$ cat src/rtl/request_encoder_pkg.sv
// Shared defaults and helpers for the request encoder.
// Also carries the default geometry and output-slot reset value.
`ifndef REQUEST_ENCODER_DEFS
`define REQUEST_ENCODER_DEFS
`define RE_NREQ 4
`define RE_AW 2
`define RE_SLOT_RST 0
`endif

package request_encoder_pkg;

    localparam int RE_NREQ_DEF = `RE_NREQ;
    localparam int RE_AW_DEF   = `RE_AW;
    localparam int RE_SLOT_RST = `RE_SLOT_RST;

    // Address width needed to index n request lines.
    function automatic int enc_width(input int n);
        return $clog2(n);
    endfunction

endpackage

$ cat src/rtl/request_encoder_priority_select.sv
// Lowest-index-wins selection: one-hot select, binary index, any flag.
// Purely combinational.
module priority_select #(
    parameter int NREQ = 4,
    parameter int AW   = 2
) (
    input  logic [NREQ-1:0] i_cand,
    output logic [NREQ-1:0] o_sel,
    output logic [AW-1:0]   o_enc,
    output logic            o_any
);

    always_comb begin
        o_sel = '0;
        o_enc = '0;
        o_any = |i_cand;
        // Scan downwards so the lowest set index is written last.
        for (int i = NREQ - 1; i >= 0; i--) begin
            if (i_cand[i]) begin
                o_sel    = '0;
                o_sel[i] = 1'b1;
                o_enc    = AW'(i);
            end
        end
    end

endmodule

$ cat src/rtl/request_encoder.sv
// Edge-captured request lines encoded into a registered address slot.
// One grant per cycle through a valid/ready handshake.
module request_encoder
    import request_encoder_pkg::*;
#(
    parameter int NREQ = RE_NREQ_DEF,
    parameter int AW   = RE_AW_DEF
) (
    input  logic            clk,
    input  logic            rst_n,
    input  logic            en,
    input  logic [NREQ-1:0] req,
    input  logic            ready,
    output logic            valid_o,
    output logic [AW-1:0]   addr_o,
    output logic [NREQ-1:0] onehot_o,
    output logic            overflow_o
);

    logic [NREQ-1:0] r_req_q;
    logic [NREQ-1:0] r_pending;
    logic            r_valid;
    logic [AW-1:0]   r_addr;
    logic [NREQ-1:0] r_onehot;
    logic            r_ovf;

    logic [NREQ-1:0] w_edges;
    logic [NREQ-1:0] w_cand;
    logic [NREQ-1:0] w_sel;
    logic [AW-1:0]   w_enc;
    logic            w_any;
    logic            w_load;
    logic [NREQ-1:0] w_clr;
    logic [NREQ-1:0] w_merge;

    assign w_edges = req & ~r_req_q;
    assign w_cand  = r_pending & {NREQ{en}};
    assign w_load  = !r_valid || ready;
    assign w_clr   = w_load ? w_sel : '0;
    // A bit being granted this edge may re-pend without counting as a merge.
    assign w_merge = w_edges & r_pending & ~w_clr;

    priority_select #(
        .NREQ (NREQ),
        .AW   (AW)
    ) u_sel (
        .i_cand (w_cand),
        .o_sel  (w_sel),
        .o_enc  (w_enc),
        .o_any  (w_any)
    );

    always_ff @(posedge clk or negedge rst_n) begin
        if (!rst_n) begin
            r_req_q   <= '0;
            r_pending <= '0;
            r_valid   <= 1'b0;
            r_addr    <= AW'(RE_SLOT_RST);
            r_onehot  <= '0;
            r_ovf     <= 1'b0;
        end else begin
            r_req_q <= req;
            if (w_load) begin
                r_valid   <= w_any;
                r_addr    <= w_enc;
                r_onehot  <= w_sel;
                r_pending <= (r_pending & ~w_sel) | w_edges;
            end else begin
                r_pending <= r_pending | w_edges;
            end
            if (|w_merge) begin
                r_ovf <= 1'b1;
            end
        end
    end

    assign valid_o    = r_valid;
    assign addr_o     = r_addr;
    assign onehot_o   = r_onehot;
    assign overflow_o = r_ovf;

endmodule

$ cat config.mk
export PLATFORM = sky130hd
export DESIGN_NAME = request_encoder
export DESIGN_NICKNAME = d
export VERILOG_FILES = /design/src/rtl/request_encoder_pkg.sv /design/src/rtl/request_encoder_priority_select.sv /design/src/rtl/request_encoder.sv
export SDC_FILE = /design/constraint.sdc
export NUM_CORES = 1
export LEC_CHECK = 0
export CAP_MARGIN = 20
export CORE_AREA = 2 2 39 41
export CTS_BUF_LIST = sky130_fd_sc_hd__clkbuf_8
export DETAILED_ROUTE_END_ITERATION = 10
export DIE_AREA = 0 0 41 43
export GPL_TIMING_DRIVEN = 0
export PLACE_DENSITY_LB_ADDON = 0.05
export RECOVER_POWER = 50
export SYNTH_ARGS = -nofsm -noshare
export SYNTH_HDL_FRONTEND = slang
export SYNTH_SLANG_ARGS = --single-unit
$ cat constraint.sdc
create_clock -name clk -period 3.9 [get_ports clk]
set_clock_uncertainty 0.15 [all_clocks]
set_input_delay 0.78 -clock clk [delete_from_list [all_inputs] [get_ports clk]]
set_output_delay 0.78 -clock clk [all_outputs]
set_load 0.05 [all_outputs]
==> results of run 1 <==
==> power groups by stage <==
stage | clock network, W | logic (W) | registers (W)
floorplan | 0 | 0.0000203 | 0.000217
global placement | 0 | 0.0000710 | 0.000195
detailed placement | 0 | 0.0000721 | 0.000196
CTS | 0.000123 | 0.0000724 | 0.000194
global route | 0.000127 | 0.0000772 | 0.000196
finish | 0.000118 | 0.0000699 | 0.000194
==> layout make-up <==
type	instances	area, um^2	share of cell area [%]
clock buffer	3	41.3	4.85
inverter	6	22.5	2.65
multi-input combinational	38	216	25.4
sequential	16	400	47.1
tap	16	20.0	2.35
timing repair buffer	15	150	17.6
==> cell usage in the layout (no fill, tap or decap) <==
| cell | n |
|---|---|
| a21oi_1 | 2 |
| nand2_1 | 12 |
| dfrtp_1 | 16 |
| o21ai_2 | 1 |
| nor3b_2 | 1 |
| nand3b_1 | 2 |
| clkdlybuf4s50_1 | 8 |
| o21ai_0 | 5 |
| dlygate4sd3_1 | 7 |
| nand2b_2 | 1 |
| nand4b_1 | 1 |
| inv_1 | 6 |
| nand2_2 | 1 |
| o21ai_1 | 4 |
| clkbuf_8 | 3 |
| nor3_1 | 1 |
| a211oi_1 | 1 |
| and2b_1 | 1 |
| o311ai_1 | 1 |
| nand3_1 | 2 |
| o41ai_1 | 2 |
==> metal layers <==
layer | wire, um | up-vias
met5 | 0 | -
met4 | 19 | 0
li1 | - | 245
met3 | 56 | 2
met1 | 525 | 232
met2 | 561 | 13
==> state kept, by name, indices dropped and copies added (netlist names) <==
| name | cells |
|---|---|
| r_req_q | 4 |
| valid_o | 1 |
| onehot_o | 4 |
| addr_o | 2 |
| overflow_o | 1 |
| r_pending | 4 |
==> path summary, 6_finish.rpt <==
kind / end / depth (start not counted)
max reg2reg: overflow_o / 4
min: r_pending[2] / 1
min reg2reg: r_pending[2] / 1
max in group asynchronous: r_req_q[1] / 1
min in group asynchronous: overflow_o / 1
max: valid_o / 1
==> synth_stat cells <==
master,n
and2b_1,1
o311ai_1,1
nand3b_1,2
a211oi_1,1
a21oi_1,2
nand2_2,1
o21ai_2,1
o41ai_1,2
dfrtp_1,16
o21ai_1,4
inv_1,6
o21ai_0,5
nand2b_2,1
nor3b_2,1
nor3_1,1
nand3_1,2
nand4b_1,1
nand2_1,12
==> cell families (layout without fill, tap and decap cells) <==
group	after synthesis	in the layout	share of synthesized area (%)
simple gates	22	22	18.6
compound gates	16	16	15.3
flops	16	16	62.6
buf+inv	6	24	3.52
==> through the flow <==
| step | total power (W) | cells | hold WS (ns) | instance area, um^2 |
|---|---|---|---|---|
| 2_1_floorplan | 0.000237 | 60 | 0.264 | 639 |
| 3_3_place_gp | 0.000266 | 91 | 0.268 | 810 |
| 3_5_place_dp | 0.000268 | 91 | 0.278 | 810 |
| 4_1_cts | 0.000389 | 94 | 0.290 | 851 |
| 5_1_grt | 0.000400 | 94 | 0.316 | 851 |
| 6_report | 0.000382 | 94 | 0.293 | 851 |
==> worst register-to-register path, delay by kind of cell, from the launching register on <==
family / cells / cell delay [ns]
and+or+nand+nor: 2 / 0.32
AOI/OAI and AO/OA: 2 / 0.39
DFF: 1 / 0.40
==> key figures, run 1 <==
Route
  • Drt drc: 0
  • WL/cell: 12.4 um
  • Via density: 5.23
  • WL final: 1160 um
  • Drt pass-1 iters: 4
  • Routed vias: 492
  • Initial DRC count: 12
  • Post-route ant nets: 0

Flow run
  • Max_cap viols: 0

Synthesis
  • Largest cells by area after synthesis: dfrtp_1 63%, nand2_1 7.0%, o21ai_0 3.9%
  • Cell taking the most area after synthesis: dfrtp_1
  • Cell variety after synth: 18
  • #FFs+latches synth: 16
  • Synth warnings: 0
  • Avg Inst Size Synth: 10.7 um^2
  • Synthesized net count: 68
  • Seq/Total Area, Yosys: 62.6%
  • Area share of the largest cell type after synthesis: 62.6%
  • Synthesized area: 639 um^2
  • Gate Count Post-Synth: 60

Timing
  • Worst rel slew slack: 51.8%
  • Fmax: 0.423 GHz
  • Final Cycle Share: 60.6%
  • Setup TNS: 0 ns
  • Max-slew violation count: 0
  • Count of final setup violators: 0
  • Worst-Margin Slew: 0.720 ns
  • RSZ-0062 raised after global routing: false
  • Fin crit period: 2.36 ns
  • Final hold viol count: 0
  • Final Worst Setup Slack: 1.54 ns

Place
  • Dpl hpwl: 844 um
  • Pre-CTS setup slack: 1.59 ns
  • Port-buffer cells: 15
  • GP Congestion: 0.731

Worst setup path
  • Crit path from: valid_o
  • Crit path capture type: primary output
  • Worst path bufs/invs: 1
  • Slowest CP cell: clkdlybuf4s50_1
  • Startpoint Class: register
  • Largest delay share family, worst path: buffers and inverters
  • Crit path largest cell delay: 0.81 ns
  • R2R setup slack: 2.51 ns
  • Arr. time, crit path: 1.43 ns
  • Crit-path cells: clkdlybuf4s50_1
  • R2r startpoint: valid_o
  • Worst Setup Path Type: reg2out
  • CP max FO: 3
  • CP required: 2.97 ns

Cells and area
  • Layout cells sized above 1: 8.97%
  • # fillers: 131
  • Area delta synth->final: 33.1%
  • # diodes: 0
  • Finished Core Util: 61.5%
  • Final nets: 88

Die
  • Die height: 43 um
  • DIE WIDTH: 41 um
  • CORE AREA: 1380 um^2
  • Num ports: 16
  • Die Area: 1760 um^2
  • Initial Utilization: 46.2%
  • Rows: 14

Global routing
  • First-pass GRT wire length: 2030 um
  • Met3 usage: 3.14%
  • Global-route layer with the greatest usage: met2
  • Vias in the first global route: 493
  • GRT Resource Usage Total: 17.4%
  • Total gr overflow: 0
  • Met2 usage: 24.7%
  • Pin count of the biggest net entering global routing: 17
  • Met1 GRT Util: 23.0%
  • Initial antenna violation count: 0

Power
  • Flop pwr share: 50.8%
  • VDD IR max: 0.000224 V
  • Logic gate share of total power: 18.3%
  • Sw frac: 28.3%
  • Leak Pwr: 0.380 nW
  • P_sw: 0.000108 W
  • Power Dens Cells: 448 nW/um^2
  • Cell internal pwr: 0.000273 W
  • Clk pwr share: 30.9%

Clock network
  • Post-cts hold buffer count: 0
  • H-tree depth: 1
  • Setup bufs post-CTS: 0
  • CTS Buffer Depth: 2
  • CTS tree: yes
  • Clock Tree Root: clkbuf_8
  • Clock transition at path regs: 0.06 ns
  • CTS resizes: 0
  • Clock latency on the worst-skew pair: 0.24 ns
  • Clk sink count: 16
  • Num CTS Buffers: 3

Hold path
  • Min-delay worst type: reg2reg
  • Hold path startpoint: r_req_q[2]

Run status
  • Status: finished clean
No activity file was read; power rests on OpenSTA's default activity.
==> inputs of run 2 (changes only) <==
CORE_AREA = unset   (was 2 2 39 41)
CORE_MARGIN = 1.5   (was unset)
CORE_UTILIZATION = 44   (was unset)
DIE_AREA = unset   (was 0 0 41 43)
clock period = 2.1 ns   (was 3.9 ns; I/O delays follow)
==> run 2 against run 1 <==
Utilization is 3.2 points higher. Non-clock buffer count is the same. Clock power up 130%. Final area is 1.5% higher. Critical path depth is the same. Die area down 4.1%. Cell count unchanged. Combinational power grew 86%. Critical path type unchanged. Critical endpoint unchanged.
==> key figures, run 2 (synthesized netlist as in run 1, its figures left out) <==
Worst setup path
  • Arr. time, crit path: 1.43 ns (about the same)
  • Crit-path cells: clkdlybuf4s50_1 (unchanged)
  • CP required: 1.53 ns (was 2.97 ns)
  • Largest delay share family, worst path: buffers and inverters (unchanged)
  • Crit path capture type: primary output (unchanged)
  • Worst Setup Path Type: reg2out (unchanged)
  • Startpoint Class: register (unchanged)
  • Worst path bufs/invs: 1 (unchanged)
  • CP max FO: 3 (unchanged)
  • Slowest CP cell: clkdlybuf4s50_1 (unchanged)
  • R2R setup slack: 0.73 ns (was 2.51 ns)
  • Crit path largest cell delay: 0.81 ns (about the same)

Cells and area
  • Most common cell after layout, fill and taps aside: dfrtp_1 (unchanged)
  • Final nets: 88 (unchanged)
  • Combined flip-flop and latch cell area: 400 um^2 (unchanged)
  • Multi-input combinational cell area: 216 um^2 (unchanged)
  • Post-route cell area: 863 um^2 (was 851 um^2)
  • Final Instance Count excl. Fillers: 94 (unchanged)
  • Layout cells sized above 1: 10.1% (was 8.97%)
  • # diodes: 0 (unchanged)
  • # fillers: 113 (was 131)
  • Area delta synth->final: 35.0% (was 33.1%)
  • Commonest non-fill, non-tap cells in the layout: 16 x dfrtp_1, 12 x nand2_1, 9 x clkdlybuf4s50_1 (was 16 x dfrtp_1, 12 x nand2_1, 8 x clkdlybuf4s50_1)

Place
  • Dpl hpwl: 828 um (was 844 um)
  • Pre-CTS setup slack: 0.183 ns (was 1.59 ns)
  • Inst Count DP: 90 (was 91)
  • GP Congestion: 0.682 (was 0.731)
  • Placement Cell Area: 808 um^2 (was 810 um^2)
  • Port-buffer cells: 15 (unchanged)

Clock network
  • CTS tree: yes (unchanged)
  • Clk sink count: 16 (unchanged)
  • CTS resizes: 0 (unchanged)
  • Clock Tree Root: clkbuf_8 (unchanged)
  • Clock latency on the worst-skew pair: 0.25 ns (was 0.24 ns)
  • Num CTS Buffers: 3 (unchanged)
  • CTS Buffer Depth: 2 (unchanged)
  • Setup bufs post-CTS: 0 (unchanged)
  • H-tree depth: 1 (unchanged)
  • Clock transition at path regs: 0.06 ns (about the same)
  • Post-cts hold buffer count: 0 (unchanged)

Timing
  • Setup TNS: 0 ns (unchanged)
  • Worst rel slew slack: 53.2% (was 51.8%)
  • Fin crit period: 2.00 ns
  • Worst-Margin Slew: 0.699 ns (was 0.720 ns)
  • Max-slew violation count: 0 (unchanged)
  • Final Cycle Share: 95.0%
  • Count of final setup violators: 0 (unchanged)
  • Final hold viol count: 0 (unchanged)
  • Final Worst Setup Slack: 0.104 ns (was 1.54 ns)
  • RSZ-0062 raised after global routing: false (unchanged)
  • Fmax: 0.501 GHz

Route
  • WL final: 1130 um (was 1160 um)
  • Post-route ant nets: 0 (unchanged)
  • Initial DRC count: 1 (was 12)
  • WL/cell: 12.0 um (was 12.4 um)
  • Drt pass-1 iters: 2 (was 4)
  • Drt drc: 0 (unchanged)
  • Routed vias: 491 (was 492)
  • Via density: 5.22 (was 5.23)

Die
  • CORE AREA: 1330 um^2 (was 1380 um^2)
  • Initial Utilization: 47.9% (was 46.2%)
  • Rows: 13 (was 14)
  • Die Area: 1690 um^2 (was 1760 um^2)
  • DIE WIDTH: 41.1 um (was 41 um)
  • Die height: 41.1 um (was 43 um)
  • Num ports: 16 (unchanged)

Power
  • Leak Pwr: 0.387 nW (was 0.380 nW)
  • Power Dens Cells: 876 nW/um^2 (was 448 nW/um^2)
  • VDD IR max: 0.000514 V (was 0.000224 V)

Hold path
  • Min-delay worst type: reg2reg (unchanged)

Run status
  • Status: finished clean (unchanged)

Global routing
  • Vias in the first global route: 418 (was 493)
  • First-pass GRT wire length: 1770 um (was 2030 um)
  • Total gr overflow: 0 (unchanged)
  • Initial antenna violation count: 0 (unchanged)
  • Pin count of the biggest net entering global routing: 17 (unchanged)
  • GRT Resource Usage Total: 17.2% (was 17.4%)

Flow run
  • Max_cap viols: 0 (unchanged)
-- run 2: power breakdown --
part	internal, W	total (W)	switching, W
Clock	0.000166	0.000267	0.000101
Sequential	0.000334	0.000359	0.0000259
Combinational	0.0000477	0.000130	0.0000819
Total	0.000547	0.000756	0.000209
-- run 2: final timing paths --
| check | cells after the start | to | start |
|---|---|---|---|
| min | 1 | r_pending[3] | r_req_q[3] |
| max in group asynchronous | 1 | r_req_q[1] | rst_n |
| max reg2reg | 3 | overflow_o | r_pending[0] |
| min reg2reg | 1 | r_pending[3] | r_req_q[3] |
| max | 1 | valid_o | valid_o |
| min in group asynchronous | 1 | r_req_q[2] | rst_n |
-- run 2: layout make-up --
class / instances / area share [%]
inverter: 6 / 2.61
sequential: 16 / 46.4
multi-input combinational: 38 / 25.1
clock buffer: 4 / 6.38
timing repair buffer: 15 / 17.4
tap: 15 / 2.17
-- run 2: per-stage QoR --
| stage | hold WS, ns | total power, W | utilization, % |
|---|---|---|---|
| global route | 0.324 | 0.000795 | 64.7 |
| floorplan | -0.0256 | 0.000440 | - |
| CTS | 0.301 | 0.000767 | 64.7 |
| finish | 0.298 | 0.000756 | 64.7 |
| global placement | 0.280 | 0.000495 | 60.6 |
| detailed placement | 0.293 | 0.000498 | 60.6 |
-- run 2: layer usage --
layer / routed length (um) / track usage (%) / vias up
met4: 16 / 12.1 / 0
li1: - / - / 246
met1: 545 / 21.8 / 230
met5: 0 / 0 / -
met2: 495 / 23.4 / 13
met3: 69 / 7.07 / 2
==> inputs of run 3 (changes only) <==
SKIP_CTS_REPAIR_TIMING = 1   (was unset)
==> results of run 3 <==
Final layout, timing and power as in run 2 (identical DEF).
